$ cat src/rtl/run_sequencer.sv
// run_sequencer: holds the core in reset while a host streams a data-memory
// image, then launches the core, times its run and reports completion.
// Ports: clk, reset (async, active-low); host side start/ld_valid/ld_last/
// ld_addr/ld_data/ld_ready; core side core_rst/core_req/core_done;
// memory side dm_wr_en/dm_addr/dm_dat; status busy/finished/timeout/
// cycle_count. Optional watchdog: define RUN_SEQ_WATCHDOG_EN.
module run_sequencer #(
  parameter int              AW         = 8,
  parameter int              CW         = 16,
  parameter logic [CW-1:0]   MAX_CYCLES = 16'd4000
) (
  input  logic          clk,
  input  logic          reset,
  input  logic          start,
  input  logic          ld_valid,
  input  logic          ld_last,
  input  logic [AW-1:0] ld_addr,
  input  logic [7:0]    ld_data,
  output logic          ld_ready,
  output logic          core_rst,
  output logic          core_req,
  input  logic          core_done,
  output logic          dm_wr_en,
  output logic [AW-1:0] dm_addr,
  output logic [7:0]    dm_dat,
  output logic          busy,
  output logic          finished,
  output logic          timeout,
  output logic [CW-1:0] cycle_count
);

  typedef enum logic [2:0] {
    IDLE,
    LOAD,
    LAUNCH,
    RUN,
    DONE
  } state_t;

  state_t state;

`ifdef RUN_SEQ_WATCHDOG_EN
  localparam logic WD_EN = 1'b1;
`else
  localparam logic WD_EN = 1'b0;
`endif

  // With the watchdog compiled out this is constant 0, so timeout
  // never sets and RUN waits for core_done indefinitely.
  logic wd_hit;
  assign wd_hit = WD_EN && (cycle_count >= MAX_CYCLES);

  always_ff @(posedge clk or negedge reset) begin
    if (!reset) begin
      state       <= IDLE;
      ld_ready    <= 1'b0;
      core_rst    <= 1'b1;
      core_req    <= 1'b0;
      dm_wr_en    <= 1'b0;
      dm_addr     <= '0;
      dm_dat      <= '0;
      busy        <= 1'b0;
      finished    <= 1'b0;
      timeout     <= 1'b0;
      cycle_count <= '0;
    end else begin
      dm_wr_en <= 1'b0;
      core_req <= 1'b0;
      unique case (state)
        IDLE, DONE: begin
          if (start) begin
            state       <= LOAD;
            ld_ready    <= 1'b1;
            busy        <= 1'b1;
            core_rst    <= 1'b1;
            finished    <= 1'b0;
            timeout     <= 1'b0;
            cycle_count <= '0;
          end
        end
        LOAD: begin
          if (ld_valid) begin
            dm_wr_en <= 1'b1;
            dm_addr  <= ld_addr;
            dm_dat   <= ld_data;
            // Final write lands in LAUNCH, before the first fetch.
            if (ld_last) begin
              state    <= LAUNCH;
              ld_ready <= 1'b0;
              core_rst <= 1'b0;
              core_req <= 1'b1;
            end
          end
        end
        LAUNCH: begin
          state <= RUN;
        end
        RUN: begin
          if (core_done) begin
            state    <= DONE;
            busy     <= 1'b0;
            finished <= 1'b1;
          end else if (wd_hit) begin
            state    <= DONE;
            busy     <= 1'b0;
            finished <= 1'b1;
            timeout  <= 1'b1;
          end else if (cycle_count != {CW{1'b1}}) begin
            cycle_count <= cycle_count + CW'(1);
          end
        end
        default: begin
          state <= IDLE;
        end
      endcase
    end
  end

endmodule

$ cat config.mk
export PLATFORM = sky130hd
export DESIGN_NAME = run_sequencer
export DESIGN_NICKNAME = d
export VERILOG_FILES = /design/src/rtl/run_sequencer.sv
export SDC_FILE = /design/constraint.sdc
export NUM_CORES = 1
export LEC_CHECK = 0
export BUFFER_PORTS_ARGS = -buffer_cell sky130_fd_sc_hd__buf_2
export CAP_MARGIN = 15
export CORE_MARGIN = 10
export CORE_UTILIZATION = 54
export CTS_CLUSTER_SIZE = 25
export DETAILED_ROUTE_END_ITERATION = 8
export PLACE_DENSITY = 0.82
export SLEW_MARGIN = 20
export SYNTH_ARGS = -nofsm -noshare
export SYNTH_HDL_FRONTEND = slang
export SYNTH_SLANG_ARGS = --single-unit
export TNS_END_PERCENT = 5
$ cat constraint.sdc
create_clock -name clk -period 3.5 [get_ports clk]
set_input_delay 0.7 -clock clk [delete_from_list [all_inputs] [get_ports clk]]
set_output_delay 0.7 -clock clk [all_outputs]
set_load 0.005 [all_outputs]
==> flow_summary.json, run 1 <==
{
  "drtPass1Iterations": 5,
  "fin_nets": 263,
  "status": "finished clean",
  "cts_tree": "done",
  "power.total_mw": 1.57,
  "pin_count": 61,
  "end_kind": "flip-flop",
  "antenna_found_initial": 0,
  "clk_pin_slew_ps": 120,
  "grt_pass1_vias": 1647,
  "yosys_most_used_dff": "dfrtp_1",
  "ir_worst_vdd_mv": 0.329,
  "dieArea_um2": 6410,
  "htree_levels": 2,
  "synth_top_area_share_pct": 51.4,
  "rrSetupSlack_ps": 1230,
  "synth_nets": 204,
  "maxCapViolations": 0,
  "reg2regPathDepth": 5,
  "reg2reg_to": "cycle_count[13]",
  "cts_sinks": 41,
  "r2r-start": "cycle_count[0]",
  "fmax_ghz": 0.440,
  "core_area_um2": 3420,
  "clk_root_buffer_cell": "clkbuf_4",
  "fin_crit_ps": 2270,
  "port_buffers": 59,
  "yosysWarningCount": 0,
  "synth.largest_area_cell": "dfrtp_1",
  "synthArstFlopShare_pct": 100,
  "powerDensity_nw_per_um2": 663,
  "cts_hold_buf": 0,
  "cp_cell_sequence": "ha_1, nand4_1, or4_1, o22a_4, o221ai_1",
  "syn_inst": 181,
  "ys_types": 46,
  "crit_slowest_cell": "or4_1",
  "vias": 1646,
  "insertion_delay_ps": 350,
  "first_iter_violations": 186,
  "synth_seq_area_share_pct": 52.8,
  "finalHoldViolations": 0,
  "cts_resized": 0,
  "worst_hold_path_type": "in -> async",
  "path_max_fanout": 16,
  "slew_headroom_pct": 41.9,
  "drc_errors": 0,
  "clock_skew_ps": 7.69,
  "p_leak_nw": 1.09,
  "die_x_um": 80.0,
  "start_util_pct": 57.0,
  "fin_tns_setup_ps": 0,
  "post-cts-setup-buffer-count": 0,
  "synth.area.top_cells": "dfrtp_1 51%, mux2_2 5.8%, nand4_1 3.5%",
  "grt_max_degree": 42,
  "globalRouteTotalUtil_pct": 14.9,
  "antenna_cells": 0,
  "fillers": 268,
  "layout-drive-gt1-share_pct": 35.3,
  "synth_edf_count": 0,
  "cp-start-kind": "flip-flop",
  "syn_area_um2": 1950,
  "final.period_utilization_pct": 64.9,
  "cts_buffers": 5,
  "cpPeakStageDelay_ps": 780,
  "syn_avg_cell_area_um2": 10.8,
  "die_y_um": 80.0,
  "routed_via_density": 5.74,
  "synth-seq-cells": 41,
  "maxSlewViolCount": 0,
  "worstPathRequired_ps": 3770,
  "arrival_ps": 2540,
  "crit_type": "reg -> reg",
  "finalWeightedCongestion": 0.962,
  "grt_overflow": 0,
  "grt_pass1_wl_um": 7800,
  "worst_pin_slew_ps": 871,
  "dp_hpwl_um": 3470,
  "rsz0062_at_grt": "false",
  "antenna_left": 0,
  "finalWirelength_um": 4580,
  "area_growth_pct": 21.5,
  "clk_path_buf_depth": 2,
  "setup_violations": 0,
  "routedWlPerCell_um": 16.0,
  "rows": 21
}
[routing by layer]
layer	wire length (um)	up-vias	track usage, %
met4	53	0	4.40
li1	-	786	-
met5	0	-	0
met3	474	7	5.86
met2	2140	75	23.9
met1	1920	778	18.1
[where the power goes]
group | internal [mW] | total [mW] | leakage (nW) | switching [mW]
clock network | 0.221 | 0.369 | 0.0552 | 0.148
logic | 0.248 | 0.484 | 0.514 | 0.236
registers | 0.622 | 0.714 | 0.520 | 0.0919
total | 1.09 | 1.57 | 1.09 | 0.475
[metrics by stage]
step | instance area [um^2] | hold slack, ps | setup slack (ps) | util, % | std cells
2_1_floorplan | 1950 | 404 | 1560 | - | 181
3_3_place_gp | 2260 | 458 | 1320 | 66.2 | 279
3_5_place_dp | 2260 | 471 | 1260 | 66.2 | 279
4_1_cts | 2360 | 469 | 1240 | 69.2 | 287
5_1_grt | 2360 | 502 | 1040 | 69.2 | 287
6_report | 2360 | 460 | 1230 | 69.2 | 287
[kinds of logic (layout without fill, tap and decap cells)]
family	after synthesis	count (layout)	synth area share (%)
simple gates	59	59	17.0
flops	41	41	52.8
mux	17	17	9.77
buf+inv	22	82	5.01
fa+ha+maj	1	1	0.643
other cells	1	1	0.193
compound gates	40	40	14.7
[synthesized netlist by cell type (6+ instances only)]
master / instances
dfrtp_1: 40
inv_1: 14
nand4_1: 11
mux2_2: 10
nand2_1: 10
a31oi_1: 7
nand3_1: 7
nor2_1: 7
a21oi_1: 6
mux2_1: 6
o21ai_0: 6
[placed cells by master, fill, tap and decap left out, types with 2 or more instances in the layout]
master,count
a21o_1,2
a21oi_1,6
a31oi_1,7
buf_2,59
bufinv_16,2
clkbuf_4,5
dfrtp_1,40
inv_1,14
mux2_1,6
mux2_2,10
nand2_1,10
nand2b_1,3
nand3_1,7
nand3b_1,2
nand4_1,11
nor2_1,7
nor2b_1,2
nor3_1,5
o211ai_1,2
o21ai_0,6
o21ai_1,3
o221ai_1,5
or4_1,4
[worst max-delay path, delay by kind of cell, from the launching register on]
kind	cells	cell delay, ps
AND/OR/NAND/NOR	2	930
AO/OA/AOI/OAI	2	590
adder cells (fa/ha/maj)	1	240
flip-flops	1	440
[registers in the layout, indices dropped and copies added, names as in the netlist]
| register | flops |
|---|---|
| cycle_count | 16 |
| dm_addr | 8 |
| dm_dat | 8 |
| state | 3 |
| busy | 1 |
| core_req | 1 |
| core_rst | 1 |
| dm_wr_en | 1 |
| finished | 1 |
| ld_ready | 1 |
[cell type report]
type	count	area [um^2]	share of cell area [%]
timing repair buffer	60	303	12.8
clock buffer	5	37.5	1.59
sequential	41	1030	43.4
tap	46	57.6	2.43
clock inverter	3	65.1	2.75
inverter	14	52.6	2.22
multi-input combinational	118	822	34.8
[worst max path at each step]
stage	startpoint	endpoint	slack, ps	depth (start not counted)
6_report	cycle_count[0]	cycle_count[13]	1230	5
5_1_grt	cycle_count[0]	cycle_count[12]	1040	5
4_1_cts	cycle_count[0]	cycle_count[13]	1240	5
3_5_place_dp	cycle_count[0]	cycle_count[7]	1260	5
3_3_place_gp	cycle_count[0]	cycle_count[7]	1320	5
2_1_floorplan	cycle_count[0]	cycle_count[9]	1560	7
Power figures use the tool's default switching activity.
==> inputs of run 2 (changes only) <==
Settings changed: CORE_UTILIZATION 54 to 50, PLACE_DENSITY 0.82 to 0.76.
Clock period 3.5 ns to 2.11 ns, I/O delays scaled along.
==> run 2 against run 1 <==
Cell count is 4.5% higher; clock skew is 2.6 ps lower; clock power is 38% higher; critical endpoint is now cycle_count[6]; largest cell class unchanged; highest routed layer unchanged.
==> flow_summary.json, run 2 (synthesis results as in run 1) <==
{
  "maxCapViolations": 0,
  "reg2reg_to": "cycle_count[6]",
  "core_area_um2": 3720,
  "finalWeightedCongestion": 0.854,
  "htree_levels": 2,
  "globalRouteTotalUtil_pct": 14.6,
  "routed_via_density": 5.56,
  "cts_sinks": 41,
  "vias": 1667,
  "final_cell_mix": "59 x buf_2, 40 x dfrtp_1, 14 x inv_1, 11 x nand4_1, 11 x buf_4",
  "reg2regPathDepth": 5,
  "ir_worst_vdd_mv": 0.544,
  "die_x_um": 82.4,
  "arrival_ps": 2160,
  "final.period_utilization_pct": 92.7,
  "antenna_cells": 0,
  "powerDensity_nw_per_um2": 1030,
  "insertion_delay_ps": 300,
  "fin_nets": 274,
  "grt_max_degree": 22,
  "largest-register": "cycle_count",
  "grt_overflow": 0,
  "worst_hold_path_type": "in -> async",
  "drc_errors": 0,
  "fin_crit_ps": 1960,
  "layout-drive-gt1-share_pct": 38.5,
  "cts_hold_buf": 0,
  "setup_violations": 0,
  "clock_skew_ps": 5.10,
  "area_growth_pct": 26.0,
  "routedWlPerCell_um": 15.5,
  "fin_tns_setup_ps": 0,
  "utilization_pct": 66.0,
  "path_max_fanout": 16,
  "antenna_left": 0,
  "end_kind": "flip-flop",
  "fmax_ghz": 0.511,
  "post-cts-setup-buffer-count": 0,
  "first_iter_violations": 43,
  "maxSlewViolCount": 0,
  "start_util_pct": 52.4,
  "drtPass1Iterations": 4,
  "port_buffers": 59,
  "dp_hpwl_um": 3570,
  "cts_resized": 0,
  "cts_buffers": 5,
  "pin_count": 61,
  "cts_tree": "done",
  "clk_path_buf_depth": 2,
  "finalWirelength_um": 4660,
  "antenna_found_initial": 0,
  "clk_root_buffer_cell": "clkbuf_8",
  "grt_pass1_wl_um": 7750,
  "p_leak_nw": 1.14,
  "worst_pin_slew_ps": 507,
  "finalHoldViolations": 0,
  "dieArea_um2": 6790,
  "rrSetupSlack_ps": 150,
  "die_y_um": 82.4,
  "layout_commonest_cell": "buf_2",
  "cp-start-kind": "flip-flop",
  "largest_reg_flops": 16,
  "top_regs": "cycle_count: 16 flops, dm_addr: 8 flops, dm_dat: 8 flops",
  "clk_pin_slew_ps": 80,
  "crit_type": "reg -> reg",
  "worstPathRequired_ps": 2320,
  "rows": 22,
  "status": "finished clean",
  "r2r-start": "cycle_count[1]",
  "slew_headroom_pct": 65.9,
  "grt_pass1_vias": 1702,
  "rsz0062_at_grt": "false"
}
## run 2: worst max path at each step
stage,from,to,slack [ps],depth (start not counted)
2_1_floorplan,cycle_count[0],cycle_count[9],170,7
5_1_grt,cycle_count[1],cycle_count[6],9,5
3_3_place_gp,cycle_count[1],cycle_count[13],220,5
3_5_place_dp,cycle_count[1],cycle_count[2],120,5
6_report,cycle_count[1],cycle_count[6],150,5
4_1_cts,cycle_count[1],cycle_count[2],90,5
## run 2: power breakdown
part,leakage (nW),internal (mW),switching (mW)
Sequential,0.520,1.03,0.149
Combinational,0.573,0.435,0.399
Clock,0.0445,0.234,0.275
## run 2: worst max-delay path: stages, from the launching register on
cell,delay [ps]
dfrtp_1,420
ha_1,240
nand4_1,170
or4_4,550
o22a_4,300
o221ai_1,200
## run 2: routing by layer
metal / vias up / routed length, um / track usage (%)
li1: 812 / - / -
met4: 0 / 57 / 5.95
met5: - / 0 / 0
met1: 800 / 2070 / 17.6
met2: 50 / 2190 / 23.9
met3: 5 / 335 / 4.54
## run 2: area by class of cell
type	instances	area, um^2
repair buffers	71	398
clock buffers	5	68.8
clock inverters	3	21.3
inverters	14	52.6
multi-input cells	118	826
flip-flops and latches	41	1030
well taps	48	60.1
fillers	299	1260
## run 2: through the flow
step,power [mW],hold slack (ps),setup slack (ps),cells,instance area (um^2)
finish,2.53,76.8,155,300,2450
CTS,2.57,83.8,89.0,300,2450
floorplan,1.67,126,171,181,1950
global placement,2.02,410,224,292,2360
global route,2.70,97.2,8.57,300,2450
detailed placement,2.05,417,115,292,2360
==> inputs of run 3 (changes only) <==
--- a/config.mk
+++ b/config.mk
@@ -13,4 +13,6 @@
 export DETAILED_ROUTE_END_ITERATION = 8
 export PLACE_DENSITY = 0.76
+export RECOVER_POWER = 25
+export SETUP_SLACK_MARGIN = 0.02
 export SLEW_MARGIN = 20
 export SYNTH_ARGS = -nofsm -noshare
==> constraint.sdc (replaced) <==
create_clock -name clk -period 2.11 [get_ports clk]
set_input_delay 0 -clock clk [delete_from_list [all_inputs] [get_ports clk]]
set_output_delay 0 -clock clk [all_outputs]
set_load 0.005 [all_outputs]
==> run 3 against run 2 <==
Sequential cell count did not move; total power up 11%; critical path type unchanged; routed wire length rose by 12%; first-iteration DRC count grew 130%; critical path depth unchanged; highest routed layer unchanged.
==> flow_summary.json, run 3 (synthesis results as in run 1) <==
{
  "status": "finished clean",
  "hold_start": "start",
  "worst_hold_path_type": "in -> reg",
  "antenna_cells": 0,
  "grtUsageMet2_pct": 27.0,
  "drtPass1Iterations": 4,
  "layout-drive-gt1-share_pct": 28.1,
  "fin_area_um2": 2650,
  "routedWlPerCell_um": 16.5,
  "dp_hpwl_um": 3640,
  "antenna_left": 0,
  "worstPathRequired_ps": 2320,
  "powerDensity_nw_per_um2": 1060,
  "rrSetupSlack_ps": 170,
  "crit_start": "cycle_count[1]",
  "cp_cell_sequence": "ha_2, nand4_1, or4_4, o22a_4, o221ai_1",
  "fin_nets": 292,
  "use_met1_pct": 19.7,
  "finalHoldViolations": 0,
  "reg2regPathDepth": 5,
  "die_y_um": 82.4,
  "post-cts-setup-buffer-count": 0,
  "post_dp_cell_area_um2": 2340,
  "setup_violations": 0,
  "top_regs": "cycle_count: 16 flops, dm_addr: 8 flops, dm_dat: 8 flops",
  "pin_count": 61,
  "final_cell_mix": "40 x dfrtp_1, 37 x buf_2, 21 x clkbuf_1, 19 x dlygate4sd3_1, 14 x inv_1",
  "crit_family": "simple AND/OR/NAND/NOR gates",
  "clk_pin_slew_ps": 80,
  "insertion_delay_ps": 290,
  "port_buffers": 59,
  "core_area_um2": 3720,
  "reg2reg_to": "cycle_count[2]",
  "routed_via_density": 5.49,
  "finalWirelength_um": 5240,
  "crit_type": "reg -> reg",
  "maxCapViolations": 0,
  "clock_skew_ps": 4.08,
  "grt_overflow": 0,
  "layout_commonest_cell": "dfrtp_1",
  "p_leak_nw": 1.16,
  "grt_max_degree": 42,
  "first_iter_violations": 99,
  "clk_root_buffer_cell": "clkbuf_8",
  "r2r-start": "cycle_count[1]",
  "rsz0062_at_grt": "false",
  "vias": 1745,
  "drc_errors": 0,
  "min_path_cells": 3,
  "cts_buffers": 5,
  "globalRouteTotalUtil_pct": 16.5,
  "dieArea_um2": 6790,
  "ir_worst_vdd_mv": 0.715,
  "worst_pin_slew_ps": 982,
  "largest_reg_flops": 16,
  "maxSlewViolCount": 0,
  "use_met3_pct": 5.08,
  "fin_crit_ps": 1940,
  "clk_path_buf_depth": 2,
  "grt_pass1_wl_um": 8690,
  "worstHoldEndpoint": "busy",
  "finalWeightedCongestion": 0.833,
  "grt_pass1_vias": 1787,
  "cp-start-kind": "flip-flop",
  "fin_tns_setup_ps": 0,
  "antenna_found_initial": 0,
  "final.period_utilization_pct": 91.8,
  "cts_tree": "done",
  "arrival_ps": 2140,
  "htree_levels": 2,
  "start_util_pct": 52.4,
  "slew_headroom_pct": 34.5,
  "path_depth": 5,
  "grt_most_used_layer": "met2",
  "path_max_fanout": 16,
  "crit_slowest_cell": "or4_4",
  "cts_sinks": 41,
  "fmax_ghz": 0.516,
  "cpPeakStageDelay_ps": 550,
  "end_kind": "flip-flop",
  "area_growth_pct": 36.0,
  "die_x_um": 82.4,
  "cp.buffers_inverters": 0,
  "rows": 22,
  "largest-register": "cycle_count"
}
## run 3: changes by cell type in the layout (fill, tap and decap cells not counted)
cell	change
ha_2	+1
clkinv_2	-1
clkbuf_1	+21
dlygate4sd3_1	+19
clkbuf_2	+1
buf_12	-1
ha_1	-1
buf_2	-22
bufinv_16	+2
clkinvlp_4	-1
## run 3: layout make-up
type / instances / area [um^2]
fillers: 285 / 1070
well taps: 48 / 60.1
multi-input cells: 118 / 828
flip-flops and latches: 41 / 1030
inverters: 14 / 52.6
repair buffers: 89 / 542
clock inverters: 3 / 68.8
clock buffers: 5 / 68.8
## run 3: worst reg2reg max path, stage by stage (launching register included)
cell and delay (ps):
dfrtp_1 410, ha_2 240, nand4_1 160, or4_4 550, o22a_4 300, o221ai_1 200
## run 3: worst max path at each step
stage / endpoint / slack [ps]
detailed placement: cycle_count[13] / 140
floorplan: cycle_count[9] / 170
global route: cycle_count[6] / 30
finish: cycle_count[2] / 170
CTS: cycle_count[13] / 110
global placement: cycle_count[13] / 210
## run 3: metrics by stage
step | hold slack [ps] | worst slack, ps | std cells | utilization (%) | power (mW)
2_1_floorplan | -296 | 171 | 181 | - | 1.67
3_3_place_gp | 177 | 212 | 291 | 63.0 | 2.02
3_5_place_dp | 180 | 137 | 291 | 63.0 | 2.06
4_1_cts | 0.816 | 108 | 318 | 71.8 | 2.84
5_1_grt | 46.7 | 28.3 | 318 | 71.2 | 2.97
6_report | 12.3 | 173 | 318 | 71.2 | 2.80
## run 3: layer usage
| layer | wire length, um | share of wire [%] |
|---|---|---|
| met3 | 344 | 6.6 |
| met2 | 2570 | 49 |
| met4 | 117 | 2.2 |
| met1 | 2210 | 42 |
| met5 | 0 | 0 |
## run 3: where the power goes
part	total, mW	internal (mW)	switching [mW]
registers	1.19	1.03	0.158
logic	0.850	0.420	0.430
clock network	0.758	0.476	0.282
## run 3: timing repair
action / 4_1_cts / 5_1_grt
endpoints found under the setup margin: 0 / 7
gates resized for setup: 0 / 2
hold endpoints to repair: 58 / 0
hold buffers: 19 / 0
